--- src/rtl/td4_pkg.sv ---
// Shared definitions for the TD4 4-bit CPU execute stage.
// Latency: n/a (types and constants only).
// Backpressure: n/a.
package td4_pkg;

   // Opcodes, upper four bits of the instruction word
   localparam logic [3:0] OP_ADD_A   = 4'b0000;
   localparam logic [3:0] OP_MOV_A_B = 4'b0001;
   localparam logic [3:0] OP_IN_A    = 4'b0010;
   localparam logic [3:0] OP_MOV_A   = 4'b0011;
   localparam logic [3:0] OP_MOV_B_A = 4'b0100;
   localparam logic [3:0] OP_ADD_B   = 4'b0101;
   localparam logic [3:0] OP_IN_B    = 4'b0110;
   localparam logic [3:0] OP_MOV_B   = 4'b0111;
   localparam logic [3:0] OP_OUT_B   = 4'b1001;
   localparam logic [3:0] OP_OUT_IM  = 4'b1011;
   localparam logic [3:0] OP_JNC     = 4'b1110;
   localparam logic [3:0] OP_JMP     = 4'b1111;

   // ALU A-operand source
   typedef enum logic [1:0] {
      SRC_A,
      SRC_B,
      SRC_IN,
      SRC_ZERO
   } src_t;

   // Register written by the instruction
   typedef enum logic [2:0] {
      DST_A,
      DST_B,
      DST_OUT,
      DST_PC,
      DST_NONE
   } dst_t;

endpackage

--- src/rtl/alu.sv ---
// Combinational N-bit adder used as the TD4 ALU; Y = A + B mod 2^N, C = carry out.
// Latency: combinational.
// Backpressure: none.
// Ports: A, B operands; Y sum; C carry out.
module ALU #(
   parameter int N = 4
) (
   input  logic [N-1:0] A,
   input  logic [N-1:0] B,
   output logic [N-1:0] Y,
   output logic         C
);

   assign {C, Y} = {1'b0, A} + {1'b0, B};

endmodule

--- src/rtl/td4_decoder.sv ---
// Instruction decoder: opcode + carry flag -> source select, destination, jump taken.
// Latency: combinational.
// Backpressure: none.
// Ports: opcode, carry in; src, dst, jump out.
module td4_decoder
   import td4_pkg::*;
(
   input  logic [3:0] opcode,
   input  logic       carry,
   output src_t       src,
   output dst_t       dst,
   output logic       jump
);

   always_comb begin
      src  = SRC_ZERO;
      dst  = DST_NONE;
      jump = 1'b0;
      case (opcode)
         OP_ADD_A:   begin src = SRC_A;  dst = DST_A;   end
         OP_ADD_B:   begin src = SRC_B;  dst = DST_B;   end
         OP_MOV_A:   begin src = SRC_ZERO; dst = DST_A; end
         OP_MOV_B:   begin src = SRC_ZERO; dst = DST_B; end
         OP_MOV_A_B: begin src = SRC_B;  dst = DST_A;   end
         OP_MOV_B_A: begin src = SRC_A;  dst = DST_B;   end
         OP_IN_A:    begin src = SRC_IN; dst = DST_A;   end
         OP_IN_B:    begin src = SRC_IN; dst = DST_B;   end
         OP_OUT_B:   begin src = SRC_B;  dst = DST_OUT; end
         OP_OUT_IM:  begin src = SRC_ZERO; dst = DST_OUT; end
         OP_JMP:     begin dst = DST_PC; jump = 1'b1;   end
         // carry here is the flag left by the previous instruction
         OP_JNC: begin
            if (!carry) begin
               dst  = DST_PC;
               jump = 1'b1;
            end
         end
         default: ;
      endcase
   end

endmodule

--- src/rtl/td4_exec_unit.sv ---
// TD4 execute/register stage: decodes the ROM word, drives the ALU, commits one register per clock.
// Latency: one cycle per instruction; results visible right after the rising edge.
// Backpressure: none; an instruction retires every clock while rst_n is high.
// Ports: clk, rst_n; addr (PC to ROM), instr (ROM data); in_port; out_port, reg_a, reg_b, carry.
module td4_exec_unit
   import td4_pkg::*;
#(
   parameter int N = 4
) (
   input  logic         clk,
   input  logic         rst_n,
   output logic [N-1:0] addr,
   input  logic [N+3:0] instr,
   input  logic [N-1:0] in_port,
   output logic [N-1:0] out_port,
   output logic [N-1:0] reg_a,
   output logic [N-1:0] reg_b,
   output logic         carry
);

   logic [3:0]   opcode;
   logic [N-1:0] imm;
   src_t         src;
   dst_t         dst;
   logic         jump;
   logic [N-1:0] src_val;
   logic [N-1:0] alu_y;
   logic         alu_c;

   assign opcode = instr[N+3:N];
   assign imm    = instr[N-1:0];

   td4_decoder u_dec (
      .opcode (opcode),
      .carry  (carry),
      .src    (src),
      .dst    (dst),
      .jump   (jump)
   );

   always_comb begin
      src_val = '0;
      case (src)
         SRC_A:   src_val = reg_a;
         SRC_B:   src_val = reg_b;
         SRC_IN:  src_val = in_port;
         default: src_val = '0;
      endcase
   end

   ALU #(.N(N)) u_alu (
      .A (src_val),
      .B (imm),
      .Y (alu_y),
      .C (alu_c)
   );

   always_ff @(posedge clk or negedge rst_n) begin
      if (!rst_n) begin
         reg_a    <= '0;
         reg_b    <= '0;
         out_port <= '0;
         addr     <= '0;
         carry    <= 1'b0;
      end else begin
         // flag follows the ALU on every instruction, jumps and OUT included
         carry <= alu_c;
         // a taken jump loads Im (ALU output equals Im since source is zero)
         addr  <= jump ? imm : addr + {{(N-1){1'b0}}, 1'b1};
         case (dst)
            DST_A:   reg_a    <= alu_y;
            DST_B:   reg_b    <= alu_y;
            DST_OUT: out_port <= alu_y;
            default: ;
         endcase
      end
   end

endmodule

--- config.mk ---
export PLATFORM = sky130hd
export DESIGN_NAME = td4_exec_unit
export DESIGN_NICKNAME = d
export VERILOG_FILES = /design/src/rtl/td4_pkg.sv /design/src/rtl/alu.sv /design/src/rtl/td4_decoder.sv /design/src/rtl/td4_exec_unit.sv
export SDC_FILE = /design/constraint.sdc
export NUM_CORES = 1
export LEC_CHECK = 0
export CAP_MARGIN = 40
export CORE_MARGIN = 1.5
export CORE_UTILIZATION = 45
export CTS_CLUSTER_DIAMETER = 120
export DETAILED_ROUTE_END_ITERATION = 12
export HOLD_SLACK_MARGIN = 0.02
export PLACE_DENSITY = 0.89
export REMOVE_ABC_BUFFERS = 1
export SYNTH_ARGS = -nofsm -noshare
export SYNTH_HDL_FRONTEND = slang
export SYNTH_SLANG_ARGS = --single-unit
--- constraint.sdc ---
create_clock -name clk -period 2.8 [get_ports clk]
set_clock_uncertainty 0.15 [all_clocks]
set_input_delay 0.56 -clock clk [delete_from_list [all_inputs] [get_ports clk]]
set_output_delay 0.56 -clock clk [all_outputs]
set_load 0.02 [all_outputs]
Word-level counts from Yosys, hierarchy flattened
Index checks and enable logic that the tools add are counted.
W data, S select, Z words.
{"block": "totals", "regBits": 17, "in_bits": 14, "output_inout_bits": 17, "word_cells": 38}
{"block": "op_classes", "add_sub_neg": 2, "n_eq_ne": 15, "muxes": 7, "reduce_logical": 9}
{"cell": "$eq A4 B3 Y1 const B", "n": 4}
{"cell": "$eq A4 B4 Y1 const B", "n": 4}
{"cell": "$pmux W3 S5", "n": 1}
{"cell": "$pmux W4 S3", "n": 1}
{"cell": "$eq A4 B2 Y1 const B", "n": 2}
{"cell": "$reduce_or A4 Y1", "n": 2}
{"cell": "$pmux W2 S3", "n": 1}
{"cell": "$reduce_or A2 Y1", "n": 3}
{"cell": "$add A4 B4 Y5", "n": 1}
{"cell": "$add A4 B1 Y4 const B", "n": 1}
{"cell": "$eq A4 B1 Y1 const B", "n": 1}
{"cell": "$logic_not A4 Y1", "n": 1}
{"cell": "$mux W4", "n": 1}
{"cell": "$eq A3 B1 Y1 const B", "n": 1}
{"cell": "$eq A3 B2 Y1 const B", "n": 1}
{"cell": "$logic_not A3 Y1", "n": 1}
{"cell": "$mux W3", "n": 1}
{"cell": "$reduce_or A3 Y1", "n": 1}
{"cell": "$eq A2 B1 Y1 const B", "n": 1}
{"cell": "$eq A2 B2 Y1 const B", "n": 1}
{"cell": "$logic_not A2 Y1", "n": 1}
{"cell": "$pmux W1 S2", "n": 1}
{"cell": "$mux W1", "n": 1}

Longest topological paths before layout
Gate-level depths: netlist (run 1).
{"block": "depth", "ltp_word": 6, "ltp_mapped": 9, "ltp_nobuf": 9}

Cells and area by module
Synthesis (run 1) repeated with hierarchy kept, for this count alone.
{"block": "unflattened", "cells_unflattened": 85, "hier_area_um2": 988.4}
{"mod": "td4_exec_unit", "n_inst": 1, "cells_per_inst": 57, "area_each_um2": 765.7}
{"mod": "ALU", "n_inst": 1, "cells_per_inst": 16, "area_each_um2": 136.4}
{"mod": "td4_decoder", "n_inst": 1, "cells_per_inst": 12, "area_each_um2": 86.3}

Worst setup path after synthesis (run 1)
No wires, ideal clock.
{"block": "synth_timing", "path_type": "input to register", "from": "input instr[5]", "to": "register out_port[2]", "arrival_time_ns": 1.933, "required_time_ns": 2.520, "slack_ns": 0.587, "stages": 8, "path_cell_list": "buf_6 -> a211oi_2 -> o2bb2ai_1 -> ha_1 -> inv_1 -> fa_1 -> xor2_1 -> o21ai_0"}
{"block": "synth_via", "elab_chain_cells": 6, "elab_cells_between_ends": 26}
{"element": "start: declaration", "line_no": "td4_exec_unit.sv:13", "source": "input logic [N+3:0] instr,"}
{"element": "$eq A4 B3 Y1, or another cell as far along", "line_no": "td4_decoder.sv:19", "source": "case (opcode)"}
{"element": "$reduce_or A3 Y1 (no source line) / $reduce_or A2 Y1 (equally long branches)"}
{"element": "$pmux W2 S3", "line_no": "td4_decoder.sv:19"}
{"element": "$eq A2 B2 Y1, or another cell as far along", "line_no": "td4_exec_unit.sv:43", "source": "case (src)"}
{"element": "$pmux W4 S3", "line_no": "td4_exec_unit.sv:43"}
{"element": "$add A4 B4 Y5", "line_no": "alu.sv:14", "source": "assign {C, Y} = {1'b0, A} + {1'b0, B};"}
{"element": "end signal: assignment", "line_no": "td4_exec_unit.sv:73", "source": "DST_OUT: out_port <= alu_y;"}
{"element": "end: declaration", "line_no": "td4_exec_unit.sv:15", "source": "output logic [N-1:0] out_port,"}
Parallel ways exist; a longest one is shown, timed or not.
A chain may end at the register's enable or synchronous reset.

Worst setup path in the final report (run 1)
{"block": "layout_timing", "from": "input instr[4]", "to": "register out_port[2]"}
The elaborated chain is that of the path after synthesis.

==> results of run 1 <==
-- cell type report --
cell class	count	area share [%]
timing repair buffer	37	26.26
multi-input combinational	59	36.50
clock buffer	4	1.955
inverter	4	1.117
sequential	17	31.66
tap	27	2.514
-- stage by stage --
stage,setup slack (ps),TNS [ps],util (%)
floorplan,612.6,0,-
global placement,4.144,0,66.77
detailed placement,-224.9,-1289,66.77
CTS,91.27,0,68.11
global route,55.30,0,68.49
finish,147.9,0,68.49
-- what timing repair did --
| action | 4_1_cts | 5_1_grt |
|---|---|---|
| hold endpoints to repair | 0 | 0 |
| hold buffers | 0 | 0 |
| gates resized for setup | 0 | 1 |
| endpoints found under the setup margin | 0 | 1 |
-- state kept, by name, summed over array words and instances (netlist names) --
name / cells
carry: 1
reg_a: 4
addr: 4
reg_b: 4
out_port: 4
-- logic make-up (layout without fill, tap and decap cells) --
logic type               after synthesis  after routing  synth area share (%)
flip-flops                            17             17                 45.27
multiplexers                          11             11                 14.11
AO/OA/AOI/OAI                         19             19                 14.78
AND/OR/NAND/NOR                       20             20                 10.92
buffers and inverters                  6             45                 3.328
adder cells (fa/ha/maj)                6              6                 8.788
XOR/XNOR                               3              3                 2.797
-- cells in the final DEF (no fill, tap or decap), drive strengths merged, types with 2 or more instances in the layout --
master / n
a21o: 3
buf: 7
clkbuf: 4
clkdlybuf4s50: 30
dfrtp: 17
ha: 5
inv: 4
mux2: 6
mux2i: 5
nand2: 9
nand2b: 2
nand3: 2
o21ai: 7
o2bb2ai: 3
o31ai: 3
or2: 2
xor2: 2
-- Yosys cell counts, drive strengths merged, types with 2 or more instances --
| master | n | area, sq um |
|---|---|---|
| a21o | 3 | 30.02 |
| buf | 2 | 16.26 |
| dfrtp | 17 | 425.4 |
| ha | 5 | 62.56 |
| inv | 4 | 15.01 |
| mux2 | 6 | 82.58 |
| mux2i | 5 | 50.05 |
| nand2 | 9 | 33.78 |
| nand2b | 2 | 12.51 |
| nand3 | 2 | 15.01 |
| o21ai | 7 | 35.03 |
| o2bb2ai | 3 | 26.28 |
| o31ai | 3 | 22.52 |
| or2 | 2 | 12.52 |
| xor2 | 2 | 17.52 |
-- report_power, final --
part / switching (mW) / internal, mW
sequential: 0.0594 / 0.317
combinational: 0.215 / 0.255
clock: 0.0773 / 0.0555
total: 0.352 / 0.627
-- worst reg2reg max path, cell delays in order, from the launching register on --
cell     delay, ps
dfrtp_1        410
mux2i_1        130
nor2_1          70
a21o_1         160
ha_1           280
and3_1         160
o21a_1         210
o31ai_1        250
-- metal layers --
layer / vias to the layer above / part of all wire (%) / global-route usage (%)
li1: 370 / - / -
met1: 366 / 42 / 27.40
met2: 25 / 51 / 34.47
met3: 4 / 3.8 / 2.469
met4: 0 / 2.5 / 16.19
met5: - / 0 / 0
-- worst max-delay path by stage --
| stage | end | depth (start not counted) |
|---|---|---|
| 6_report | out_port[2] | 9 |
| 4_1_cts | out_port[2] | 9 |
| 3_5_place_dp | out_port[2] | 9 |
| 3_3_place_gp | out_port[2] | 9 |
| 5_1_grt | reg_b[2] | 9 |
| 2_1_floorplan | out_port[2] | 8 |
==> PnR_summary.wiki, run 1 <==
{| class="wikitable"
! Metric !! Value
|-
| H-tree Lvls || 1
|-
| Final routed wirelength across all metal layers || 2334 microns
|-
| Buffer depth of the longest clock path || 2
|-
| Final min period || 2652 ps
|-
| Crit-path cells || clkdlybuf4s50_1 > inv_1 > a211oi_4 > o2bb2ai_1 > ha_1 > inv_1 > fa_1 > xor2_1 > o21ai_0
|-
| Fin nets || 142
|-
| Top achievable clock speed || 377.1 MHz
|-
| Count of cells along the worst hold path || 2
|-
| RSZ-0062 raised after global routing || no
|-
| CTS tree || built
|-
| DIE AREA || 2371 sq um
|-
| Count of mapped cells out of synthesis || 82
|-
| Required time at the worst-slack endpoint || 2830 ps
|-
| Drt first-iter violations || 18
|-
| Result of the run || complete, no violations
|-
| Delay of the slowest cell on the worst path || 510 ps
|-
| Detail-routed via count per cell || 5.169
|-
| R2R Path Start || reg_a[1]
|-
| Final setup violation count || 0
|-
| Sequential cell area || 425.4 sq um
|-
| Worst-case vdd ir drop || 0.4401 mV
|-
| Reg2Reg Depth || 7
|-
| Portion of the post-synthesis area used by sequential elements || 45.27%
|-
| Antenna violations before repair || 0
|-
| Die Span Y || 48.70 microns
|-
| Worst hold-check slack || 339.2 ps
|-
| Max Cap Violations || 0
|-
| Crit path launch type || input port
|-
| Power per standard cell area || 728.6 nW/um^2
|-
| Count of input and output buffers || 30
|-
| Final standard cell count with taps included and fillers excluded || 148
|-
| Primary flip-flop cell chosen by synthesis mapping || dfrtp_1
|-
| Tcrit/Tclk final || 94.72%
|-
| CTS Sinks || 17
|-
| Root Buffer Master || clkbuf_4
|-
| Inserted Clock Buffers || 3
|-
| YS warnings || 0
|-
| Clock latency on the worst-skew pair || 290 ps
|-
| CP dominant cell by count || inv_1
|-
| Total GRT Usage || 21.80%
|-
| Post-route DRC || 0
|-
| Maximum fanout along the worst path || 5
|-
| Via count of the first global-routing pass || 821
|-
| Area of the multi-input gates || 490.5 sq um
|-
| Launch point of the worst path || instr[4]
|-
| Antenna viol nets, final || 0
|-
| Wirelength per Cell || 15.77 microns
|-
| Slack of the worst reg-to-reg path || 880 ps
|-
| Via count of the routed design || 765
|-
| Filler Cells Inserted || 152
|-
| Final estimated routing congestion in global placement || 0.8419
|-
| Largest net degree at the start of global routing || 18
|-
| Worst flop-to-flop path endpoint || out_port[3]
|-
| Count of inserted antenna diode cells || 0
|-
| Mapped Area || 939.7 sq um
|-
| Final Hold Viols || 0
|-
| Placed Cells || 144
|-
| First-pass GRT wire length || 3864 microns
|-
| Fraction of registers with async set/reset || 100.0%
|-
| IO Pins || 31
|-
| Endpoint arrival time on the critical path || 2680 ps
|-
| Number of synthesized flops with an enable pin || 0
|-
| Hold Path Origin || out_port[3]
|-
| Area growth from synthesis to final layout || 43.01%
|-
| Total number of placement rows || 16
|-
| Floorplan core area || 1962 sq um
|-
| Fraction of final layout cells sized beyond drive strength 1 || 15.70%
|-
| Number of synthesized register bits || 17
|-
| Crit-path slowest cell || clkdlybuf4s50_1
|-
| Kind of cell with the highest combined delay on the critical path || buffers and inverters
|-
| Drt pass-1 iters || 4
|-
| Final global-route overflow total || 0
|-
| Chip width || 48.70 microns
|-
| Category of the most critical setup path || input port to register
|-
| Postcts setup bufs || 0
|-
| Power after layout || 0.9790 mW
|-
| Fin. max-slew vios || 0
|-
| Leak Pwr || 0.6246 nW
|-
| Cell area after placement || 1310 sq um
|-
| Worst rel slew slack || 48.96%
|-
| Syn avg cell area || 11.46 sq um
|-
| Sort of element at the end of the critical path || register
|-
| Initial standard-cell utilization of the core || 47.90%
|-
| Slew at the pin with the worst max-slew slack || 763.2 ps
|-
| Distinct cells, synth || 31
|-
| Buffer and inverter count on the worst path || 3
|-
| Final non-filler cell area || 1344 sq um
|-
| Hold worst-path end || out_port[3]
|-
| Class of the tightest hold or removal check || register to register
|-
| CTS clock-pin slew for the worst setup and hold paths || 100 ps
|-
| Half-perimeter wire length of the detailed placement result || 1878 microns
|}
Power figures use the tool's default switching activity.
==> inputs of run 2 (changes only) <==
- GPL_ROUTABILITY_DRIVEN: default -> 0
==> results of run 2 <==
No change in the layout: final DEF, timing and power equal those of run 1.
